[src/rtl/udma_uart_rx_deser.sv]
// uDMA UART receive deserializer: synchronizes rx_i, oversamples with the baud
// divider, assembles 5-8 bit frames and hands bytes out through a valid/ready register.
module udma_uart_rx_deser #(
  parameter int unsigned SYNC_STAGES = 2
) (
  input  logic        clk_i,
  input  logic        rstn_i,
  input  logic        rx_i,
  input  logic        en_rx_i,
  input  logic [15:0] divider_i,
  input  logic [1:0]  num_bits_i,
  input  logic        parity_en_i,
  input  logic        stop_bits_i,
  output logic [7:0]  rx_data_o,
  output logic        rx_valid_o,
  input  logic        rx_ready_i,
  output logic        err_parity_o,
  output logic        err_overflow_o,
  output logic        err_frame_o,
  output logic        busy_o
);

  typedef enum logic [2:0] {IDLE, START, DATA, PARITY, STOP} state_e;

  logic [SYNC_STAGES-1:0] sync_q, sync_d;
  logic                   s_rx;

  state_e      state_q, state_d;
  logic [15:0] cnt_q, cnt_d;
  logic [2:0]  bit_idx_q, bit_idx_d;
  logic        stop_idx_q, stop_idx_d;
  logic [7:0]  shift_q, shift_d;
  logic        par_q, par_d;
  logic        perr_q, perr_d;
  logic        ferr_q, ferr_d;
  logic [15:0] div_q, div_d;
  logic [1:0]  nbits_q, nbits_d;
  logic        par_en_q, par_en_d;
  logic        stop2_q, stop2_d;
  logic [7:0]  data_q, data_d;
  logic        valid_q, valid_d;
  logic        err_par_q, err_par_d;
  logic        err_ovf_q, err_ovf_d;
  logic        err_frm_q, err_frm_d;

  logic        tick;
  logic [2:0]  last_idx;
  logic        frame_done;
  logic        frame_err;

  assign s_rx     = sync_q[SYNC_STAGES-1];
  assign tick     = (cnt_q == div_q);
  assign last_idx = {1'b0, nbits_q} + 3'd4;

  always_comb begin
    sync_d     = {sync_q[SYNC_STAGES-2:0], rx_i};
    state_d    = state_q;
    cnt_d      = cnt_q;
    bit_idx_d  = bit_idx_q;
    stop_idx_d = stop_idx_q;
    shift_d    = shift_q;
    par_d      = par_q;
    perr_d     = perr_q;
    ferr_d     = ferr_q;
    div_d      = div_q;
    nbits_d    = nbits_q;
    par_en_d   = par_en_q;
    stop2_d    = stop2_q;
    data_d     = data_q;
    valid_d    = valid_q & ~rx_ready_i;
    err_par_d  = 1'b0;
    err_ovf_d  = 1'b0;
    err_frm_d  = 1'b0;
    frame_done = 1'b0;
    frame_err  = ferr_q;

    unique case (state_q)
      IDLE: begin
        cnt_d = '0;
        if (en_rx_i && !s_rx) begin
          div_d    = divider_i;
          nbits_d  = num_bits_i;
          par_en_d = parity_en_i;
          stop2_d  = stop_bits_i;
          // The detecting IDLE cycle is tick 0, so START begins at 1 and the
          // mid-bit sample lands div/2 cycles after the falling edge.
          cnt_d    = 16'd1;
          state_d  = START;
        end
      end
      START: begin
        if (cnt_q == {1'b0, div_q[15:1]}) begin
          cnt_d = '0;
          if (s_rx) begin
            state_d = IDLE;
          end else begin
            bit_idx_d  = '0;
            stop_idx_d = 1'b0;
            shift_d    = '0;
            par_d      = 1'b0;
            perr_d     = 1'b0;
            ferr_d     = 1'b0;
            state_d    = DATA;
          end
        end else begin
          cnt_d = cnt_q + 16'd1;
        end
      end
      DATA: begin
        if (tick) begin
          cnt_d              = '0;
          shift_d[bit_idx_q] = s_rx;
          par_d              = par_q ^ s_rx;
          bit_idx_d          = bit_idx_q + 3'd1;
          if (bit_idx_q == last_idx) state_d = par_en_q ? PARITY : STOP;
        end else begin
          cnt_d = cnt_q + 16'd1;
        end
      end
      PARITY: begin
        if (tick) begin
          cnt_d   = '0;
          perr_d  = par_q ^ s_rx;
          state_d = STOP;
        end else begin
          cnt_d = cnt_q + 16'd1;
        end
      end
      STOP: begin
        if (tick) begin
          cnt_d = '0;
          if (!s_rx) ferr_d = 1'b1;
          if (stop2_q && !stop_idx_q) begin
            stop_idx_d = 1'b1;
          end else begin
            state_d    = IDLE;
            frame_done = 1'b1;
            frame_err  = ferr_q | ~s_rx;
          end
        end else begin
          cnt_d = cnt_q + 16'd1;
        end
      end
      default: state_d = IDLE;
    endcase

    if (!en_rx_i) begin
      state_d = IDLE;
      cnt_d   = '0;
    end else if (frame_done) begin
      if (frame_err) begin
        err_frm_d = 1'b1;
      end else if (!valid_q || rx_ready_i) begin
        data_d    = shift_q;
        valid_d   = 1'b1;
        err_par_d = perr_q;
      end else begin
        err_ovf_d = 1'b1;
      end
    end
  end

  always_ff @(posedge clk_i or negedge rstn_i) begin
    if (!rstn_i) begin
      sync_q     <= '1;
      state_q    <= IDLE;
      cnt_q      <= '0;
      bit_idx_q  <= '0;
      stop_idx_q <= 1'b0;
      shift_q    <= '0;
      par_q      <= 1'b0;
      perr_q     <= 1'b0;
      ferr_q     <= 1'b0;
      div_q      <= '0;
      nbits_q    <= '0;
      par_en_q   <= 1'b0;
      stop2_q    <= 1'b0;
      data_q     <= '0;
      valid_q    <= 1'b0;
      err_par_q  <= 1'b0;
      err_ovf_q  <= 1'b0;
      err_frm_q  <= 1'b0;
    end else begin
      sync_q     <= sync_d;
      state_q    <= state_d;
      cnt_q      <= cnt_d;
      bit_idx_q  <= bit_idx_d;
      stop_idx_q <= stop_idx_d;
      shift_q    <= shift_d;
      par_q      <= par_d;
      perr_q     <= perr_d;
      ferr_q     <= ferr_d;
      div_q      <= div_d;
      nbits_q    <= nbits_d;
      par_en_q   <= par_en_d;
      stop2_q    <= stop2_d;
      data_q     <= data_d;
      valid_q    <= valid_d;
      err_par_q  <= err_par_d;
      err_ovf_q  <= err_ovf_d;
      err_frm_q  <= err_frm_d;
    end
  end

  assign rx_data_o      = data_q;
  assign rx_valid_o     = valid_q;
  assign err_parity_o   = err_par_q;
  assign err_overflow_o = err_ovf_q;
  assign err_frame_o    = err_frm_q;
  assign busy_o         = (state_q != IDLE);

endmodule
[config.mk]
export PLATFORM = sky130hd
export DESIGN_NAME = udma_uart_rx_deser
export DESIGN_NICKNAME = d
export VERILOG_FILES = /design/src/rtl/udma_uart_rx_deser.sv
export SDC_FILE = /design/constraint.sdc
export NUM_CORES = 1
export LEC_CHECK = 0
export CAP_MARGIN = 20
export CORE_ASPECT_RATIO = 0.9
export CORE_MARGIN = 2
export CORE_UTILIZATION = 45
export CTS_CLUSTER_SIZE = 28
export DETAILED_ROUTE_END_ITERATION = 10
export PLACE_DENSITY_LB_ADDON = 0.12
export SETUP_SLACK_MARGIN = 0.3
export SLEW_MARGIN = 30
export SYNTH_ARGS = -nofsm -noshare
export SYNTH_HDL_FRONTEND = slang
export SYNTH_SLANG_ARGS = --single-unit
export TNS_END_PERCENT = 1
[constraint.sdc]
create_clock -name clk_i -period 2.8 [get_ports clk_i]
set_clock_uncertainty 0.05 [all_clocks]
set_input_delay 0.28 -clock clk_i [delete_from_list [all_inputs] [get_ports clk_i]]
set_output_delay 0.28 -clock clk_i [all_outputs]
set_load 0.02 [all_outputs]
==> results.py, run 1 <==
metrics = {
    "outcome": {
        "status": "complete, no violations",
    },
    "global_route": {
        "antenna_found_initial": 0,
        "grt_pass1_wl_um": 12800,
        "grt_max_degree": 44,
        "grt_overflow_total": 0,
        "grt_pass1_vias": 2467,
        "grt_use_total_pct": 18.8,
    },
    "critical_path": {
        "cp-end-kind": "flop",
        "start_kind": "flop",
        "path_class": "flop to flop",
        "reg2reg_from": "cnt_q[5]",
        "reg2reg_slack_ns": 0.40,
        "timing.rr.end": "shift_q[1]",
        "crit_fanout": 8,
        "critical_path_required_ns": 2.98,
        "startpoint": "cnt_q[5]",
        "cp-endpoint": "shift_q[1]",
        "reg2reg_depth": 7,
        "arrival_ns": 2.57,
    },
    "power_and_ir_drop": {
        "p_clk_share_pct": 29.1,
        "power_density_mw_per_mm2": 710,
        "p_sw_uw": 957,
        "p_leak_uw": 0.00176,
        "p_seq_share_pct": 43.7,
        "p_comb_share_pct": 27.3,
        "power.total_uw": 3040,
        "intPower_uw": 2090,
        "ir_drop_v": 0.000310,
        "sw_frac_of_total_pct": 31.5,
    },
    "place": {
        "gp_congestion": 0.883,
        "portBuffers": 37,
        "pre_cts_ws_ns": 0.405,
        "dpl-instance-area_mm2": 0.00404,
        "hpwlAfterDp_um": 5350,
        "dp_cells": 447,
    },
    "floorplan": {
        "rows": 30,
        "start_util_pct": 47.0,
        "coreArea_mm2": 0.00762,
        "die-area_mm2": 0.00869,
        "die_w_um": 98.0,
        "die_y_um": 88.6,
        "io_pins": 38,
    },
    "synth": {
        "synth-seq-cells": 68,
        "synth_adder_area_share_pct": 0.699,
        "muxShareOfSynthArea_pct": 9.65,
        "yosys_warnings": 0,
        "synth_compound_area_share_pct": 9.30,
        "yosysMostFrequentCell": "dfrtp_1",
        "avgSynthCellArea_um2": 10.9,
        "synth_edf_count": 0,
        "synth_top_family_by_area": "simple AND/OR/NAND/NOR gates",
        "seq_area_frac_synth_pct": 47.6,
        "yosys-top-cells-area": "dfrtp_1 46%, xnor2_1 7.1%, mux2_2 6.3%, xor2_1 3.7%, mux2_1 2.5%",
        "syn_nets": 355,
        "yosysUniqueCellTypes": 55,
        "synthXorXnorAreaFrac_pct": 10.8,
        "synth.top_cell.area_share_pct": 46.1,
        "syn_inst": 328,
        "synth_ff_type": "dfrtp_1",
        "async_flop_share_pct": 100,
        "netlist_top_cells_count": "66 x dfrtp_1, 29 x xnor2_1, 20 x mux2_2, 20 x nand2_1, 16 x nor2_1",
        "synth-simple-area-share_pct": 18.7,
        "synth_area_mm2": 0.00358,
        "yosysTopAreaCell": "dfrtp_1",
    },
    "final_layout": {
        "regArea_mm2": 0.00170,
        "syn_to_final_growth_pct": 19.7,
        "diodes": 0,
        "fillCellCount": 674,
        "final_cells": 465,
        "final_area_mm2": 0.00428,
        "nNetsFinal": 391,
        "drive_above_1_share_pct": 18.4,
        "multi_input_area_mm2": 0.00177,
    },
    "sta": {
        "hold_viol_final": 0,
        "drv_slew": 0,
        "tightest_slew_ns": 0.630,
        "max_freq_mhz": 417,
        "setup_viol": 0,
        "slew_headroom_pct": 58.0,
        "fin_setup_tns_ns": 0,
        "period_minus_slack_ns": 2.40,
        "fin_ws_ns": 0.403,
        "fin_crit_sh_pct": 85.6,
        "rsz0062_at_grt": "true",
    },
    "clock_network": {
        "clockRootBuffer": "clkbuf_8",
        "cts_tree": "built",
        "clk_latency_ns": 0.35,
        "clock_tree.buffer_depth": 2,
        "cts.sinks": 68,
        "clk_pin_slew_ns": 0.07,
        "h-tree-depth": 3,
        "numCtsBuffers": 9,
    },
    "routing": {
        "vias": 2561,
        "drtAntennaViolNets": 0,
        "via_per_inst": 5.51,
        "wire_per_inst_um": 16.2,
        "drtIter0Drc": 180,
        "drcViolationCount": 0,
        "wl_um": 7550,
        "first_pass_iters": 4,
    },
    "run": {
        "maxCapViolations": 0,
    },
    "worst_hold_path": {
        "hold_path_class": "input port to flop",
    },
}
## sequential cells by signal (all words and copies together), names as in the netlist, 2 cells and up
name	flops
bit_idx_q	3
state_q	3
shift_q	8
sync_q	2
div_q	16
nbits_q	2
rx_data_o	8
cnt_q	16
## timing repair
action | CTS | global route
hold buffers | 1 | 0
setup endpoints to repair | 0 | 16
gates resized for setup | 0 | 3
hold endpoints to repair | 25 | 0
buffers inserted | 0 | 1
## cells by family (layout without fill, tap and decap cells)
| kind of cell | count (synthesis) | count (layout) |
|---|---|---|
| buffers and inverters | 26 | 67 |
| adders and majority gates | 2 | 2 |
| xor gates and xnor gates | 44 | 44 |
| muxes | 31 | 31 |
| DFF | 68 | 68 |
| AOI/OAI and AO/OA | 42 | 42 |
| and+or+nand+nor | 115 | 115 |
## per-stage QoR
stage / hold slack, ns / util, %
detailed placement: 0.289 / 53.0
global route: 0.288 / 56.2
CTS: 0.280 / 55.9
finish: 0.295 / 56.2
floorplan: -0.0656 / -
global placement: 0.286 / 53.0
## routing by layer
layer	GRT usage (%)	vias up	wire (µm)
met5	0	-	0
met4	6.94	0	100
met3	3.71	12	362
met2	27.3	57	3220
met1	27.9	1249	3880
li1	-	1243	-
## how the worst min path moves through the flow
stage                       from             end  slack [ns]  cells past startpoint
after floorplan           rstn_i    bit_idx_q[0]       -0.07                      0
after global placement    rstn_i  err_overflow_o        0.29                      1
after detailed placement  rstn_i      rx_valid_o        0.29                      1
after CTS                   rx_i       sync_q[0]        0.28                      1
after global routing        rx_i       sync_q[0]        0.29                      1
final                       rx_i       sync_q[0]        0.29                      1
## cell type report
class / count / area share (%)
clock buffer: 10 / 2.98
multi-input combinational: 234 / 41.4
inverter: 4 / 0.350
timing repair buffer: 47 / 10.6
sequential: 68 / 39.8
tap: 96 / 2.80
clock inverter: 6 / 2.07
## critical path: stages (launching register included)
cell and delay, ns:
dfrtp_1 0.46, xor2_1 0.17, or4_4 0.50, nor4_4 0.21, buf_4 0.19, nand3_4 0.14, o2bb2ai_2 0.19, a221o_1 0.36
## cells in the final DEF (no fill, tap or decap), types with 9 or more instances in the layout
master	synthesis	final
clkdlybuf4s50_1	0	36
nand2_1	20	19
xor2_1	15	15
xnor2_1	29	29
clkbuf_8	0	9
nand3_1	15	15
dfrtp_1	66	66
nand4_1	12	12
mux2_2	20	20
and3_1	10	10
nor2_1	16	16
## power groups by stage
| stage | sequential, µW | clock (µW) | combinational (µW) |
|---|---|---|---|
| floorplan | 1290 | 0 | 648 |
| global placement | 1350 | 0 | 806 |
| detailed placement | 1350 | 0 | 812 |
| CTS | 1330 | 911 | 817 |
| global route | 1350 | 963 | 904 |
| finish | 1330 | 884 | 829 |
No activity file was read; power rests on OpenSTA's default activity.
==> inputs of run 2 (changes only) <==
--- a/config.mk
+++ b/config.mk
@@ -12,4 +12,5 @@
 export CTS_CLUSTER_SIZE = 28
 export DETAILED_ROUTE_END_ITERATION = 10
+export MAX_ROUTING_LAYER = met4
 export PLACE_DENSITY_LB_ADDON = 0.12
 export SETUP_SLACK_MARGIN = 0.3
==> constraint.sdc (replaced) <==
create_clock -name clk_i -period 2.8 [get_ports clk_i]
set_clock_uncertainty 0.05 [all_clocks]
set_input_delay 0.42 -clock clk_i [delete_from_list [all_inputs] [get_ports clk_i]]
set_output_delay 0.42 -clock clk_i [all_outputs]
set_load 0.02 [all_outputs]
==> run 2 against run 1 <==
Effect of this change: utilization decreased by 0.43 points; combinational power shrank 6.2%; first-iteration DRC count decreased by 2.2%; maximum frequency is essentially flat; global-route usage is 0.88 points higher; highest routed layer unchanged.
==> results.py, run 2 (synthesis gave the netlist of run 1 again) <==
metrics = {
    "final_layout": {
        "final_cell_mix": "66 x dfrtp_1, 36 x clkdlybuf4s50_1, 29 x xnor2_1",
        "final_util_pct": 55.8,
        "drive_above_1_share_pct": 17.9,
        "diodes": 0,
        "largestRegisters": "cnt_q x16, div_q x16",
        "syn_to_final_growth_pct": 18.8,
        "nNetsFinal": 392,
        "layout_commonest_cell": "dfrtp_1",
    },
    "global_route": {
        "use_met1_pct": 28.0,
        "gr-usage-met3_pct": 4.42,
        "antenna_found_initial": 0,
        "grt_pass1_wl_um": 12900,
        "grt_pass1_vias": 2554,
        "grt_util_met2_pct": 28.0,
        "grt_use_total_pct": 19.7,
        "busiest_layer": "met2",
        "grt_overflow_total": 0,
        "grt_max_degree": 27,
    },
    "critical_path": {
        "slowest_stage": "or4_4",
        "reg2reg_slack_ns": 0.40,
        "critPathBufInv": 0,
        "crit_fanout": 11,
        "critical_path_required_ns": 2.96,
        "arrival_ns": 2.56,
        "path_cells": "xor2_1 > or4_4 > nor4_4 > o22ai_2 > a21oi_4 > nor2_2",
        "cp-end-kind": "flop",
        "start_kind": "flop",
        "path_delay_family": "simple AND/OR/NAND/NOR gates",
        "slowest_delay_ns": 0.50,
        "path_class": "flop to flop",
    },
    "clock_network": {
        "clockRootBuffer": "clkbuf_8",
        "clk_pin_slew_ns": 0.07,
        "cts_tree": "built",
        "cts.sinks": 68,
        "numCtsBuffers": 9,
        "clk_latency_ns": 0.34,
        "h-tree-depth": 3,
        "clock_tree.buffer_depth": 2,
    },
    "floorplan": {
        "die_w_um": 98.0,
        "die_y_um": 88.6,
        "die-area_mm2": 0.00869,
        "io_pins": 38,
        "coreArea_mm2": 0.00762,
        "rows": 30,
        "start_util_pct": 47.0,
    },
    "power_and_ir_drop": {
        "p_leak_uw": 0.00175,
        "intPower_uw": 2050,
        "p_comb_share_pct": 26.3,
        "p_sw_uw": 911,
        "sw_frac_of_total_pct": 30.7,
        "power_density_mw_per_mm2": 697,
        "ir_drop_v": 0.000402,
        "p_seq_share_pct": 45.6,
        "p_clk_share_pct": 28.1,
    },
    "sta": {
        "period_minus_slack_ns": 2.40,
        "drv_slew": 0,
        "rsz0062_at_grt": "true",
        "tightest_slew_ns": 0.519,
        "hold_viol_final": 0,
        "slew_headroom_pct": 65.4,
        "max_freq_mhz": 417,
        "fin_crit_sh_pct": 85.6,
        "fin_setup_tns_ns": 0,
        "setup_viol": 0,
    },
    "routing": {
        "first_pass_iters": 4,
        "drtIter0Drc": 176,
        "wl_um": 7630,
        "via_per_inst": 5.49,
        "drtAntennaViolNets": 0,
        "drcViolationCount": 0,
        "wire_per_inst_um": 16.4,
        "vias": 2553,
    },
    "worst_hold_path": {
        "hold_path_class": "flop to flop",
    },
    "place": {
        "gp_congestion": 0.893,
        "hpwlAfterDp_um": 5550,
        "portBuffers": 37,
    },
    "run": {
        "maxCapViolations": 0,
    },
    "outcome": {
        "status": "complete, no violations",
    },
}
==> run 2: power groups by stage <==
stage               clock network (µW)  logic (µW)  registers (µW)
finish                             834         778            1350
global route                       912         863            1380
CTS                                861         784            1350
detailed placement                   0         778            1370
global placement                     0         770            1370
floorplan                            0         648            1290
==> run 2: repair_timing <==
item                                    CTS  global route
buffers inserted                          0             0
hold buffers                              1             0
endpoints found under the setup margin    0            18
resized for setup                         0             1
hold endpoints to repair                 11             0
==> run 2: cell type report <==
type,count,area (µm²)
fill,679,3370
multi-input combinational,234,1760
sequential,68,1700
timing repair buffer,48,450
clock buffer,14,173
tap,96,120
clock inverter,1,30.0
inverter,4,15.0
==> run 2: metal layers <==
layer  wire (µm)  vias to the layer above
li1            -                     1242
met1        3860                     1245
met2        3350                       62
met3         372                        4
met4          43                        0
met5           0                        -
==> run 2: final timing paths <==
path                                start      endpoint  cells past startpoint
worst min register to register  sync_q[0]     sync_q[1]                      0
worst max-delay path             cnt_q[5]     cnt_q[14]                      6
worst min-delay path            sync_q[0]     sync_q[1]                      0
min in group asynchronous          rstn_i  rx_data_o[2]                      2
worst max register to register   cnt_q[5]     cnt_q[14]                      6
max in group asynchronous          rstn_i     sync_q[0]                      3
==> run 2: per-stage QoR <==
stage                     worst slack [ns]  std cells  power [µW]  hold slack (ns)  instance area (µm²)
after floorplan                      0.605        328        1940           0.0744                 3580
after global placement               0.403        449        2140            0.298                 4040
after detailed placement             0.372        449        2150            0.297                 4040
after CTS                            0.375        465        3000            0.307                 4250
after global routing                 0.261        465        3150            0.311                 4250
final                                0.403        465        2960            0.306                 4250
==> run 2: worst reg2reg max path, cell delays in order (launching register included) <==
cell,delay [ns]
dfrtp_1,0.46
xor2_1,0.17
or4_4,0.50
nor4_4,0.34
o22ai_2,0.27
a21oi_4,0.41
nor2_2,0.08
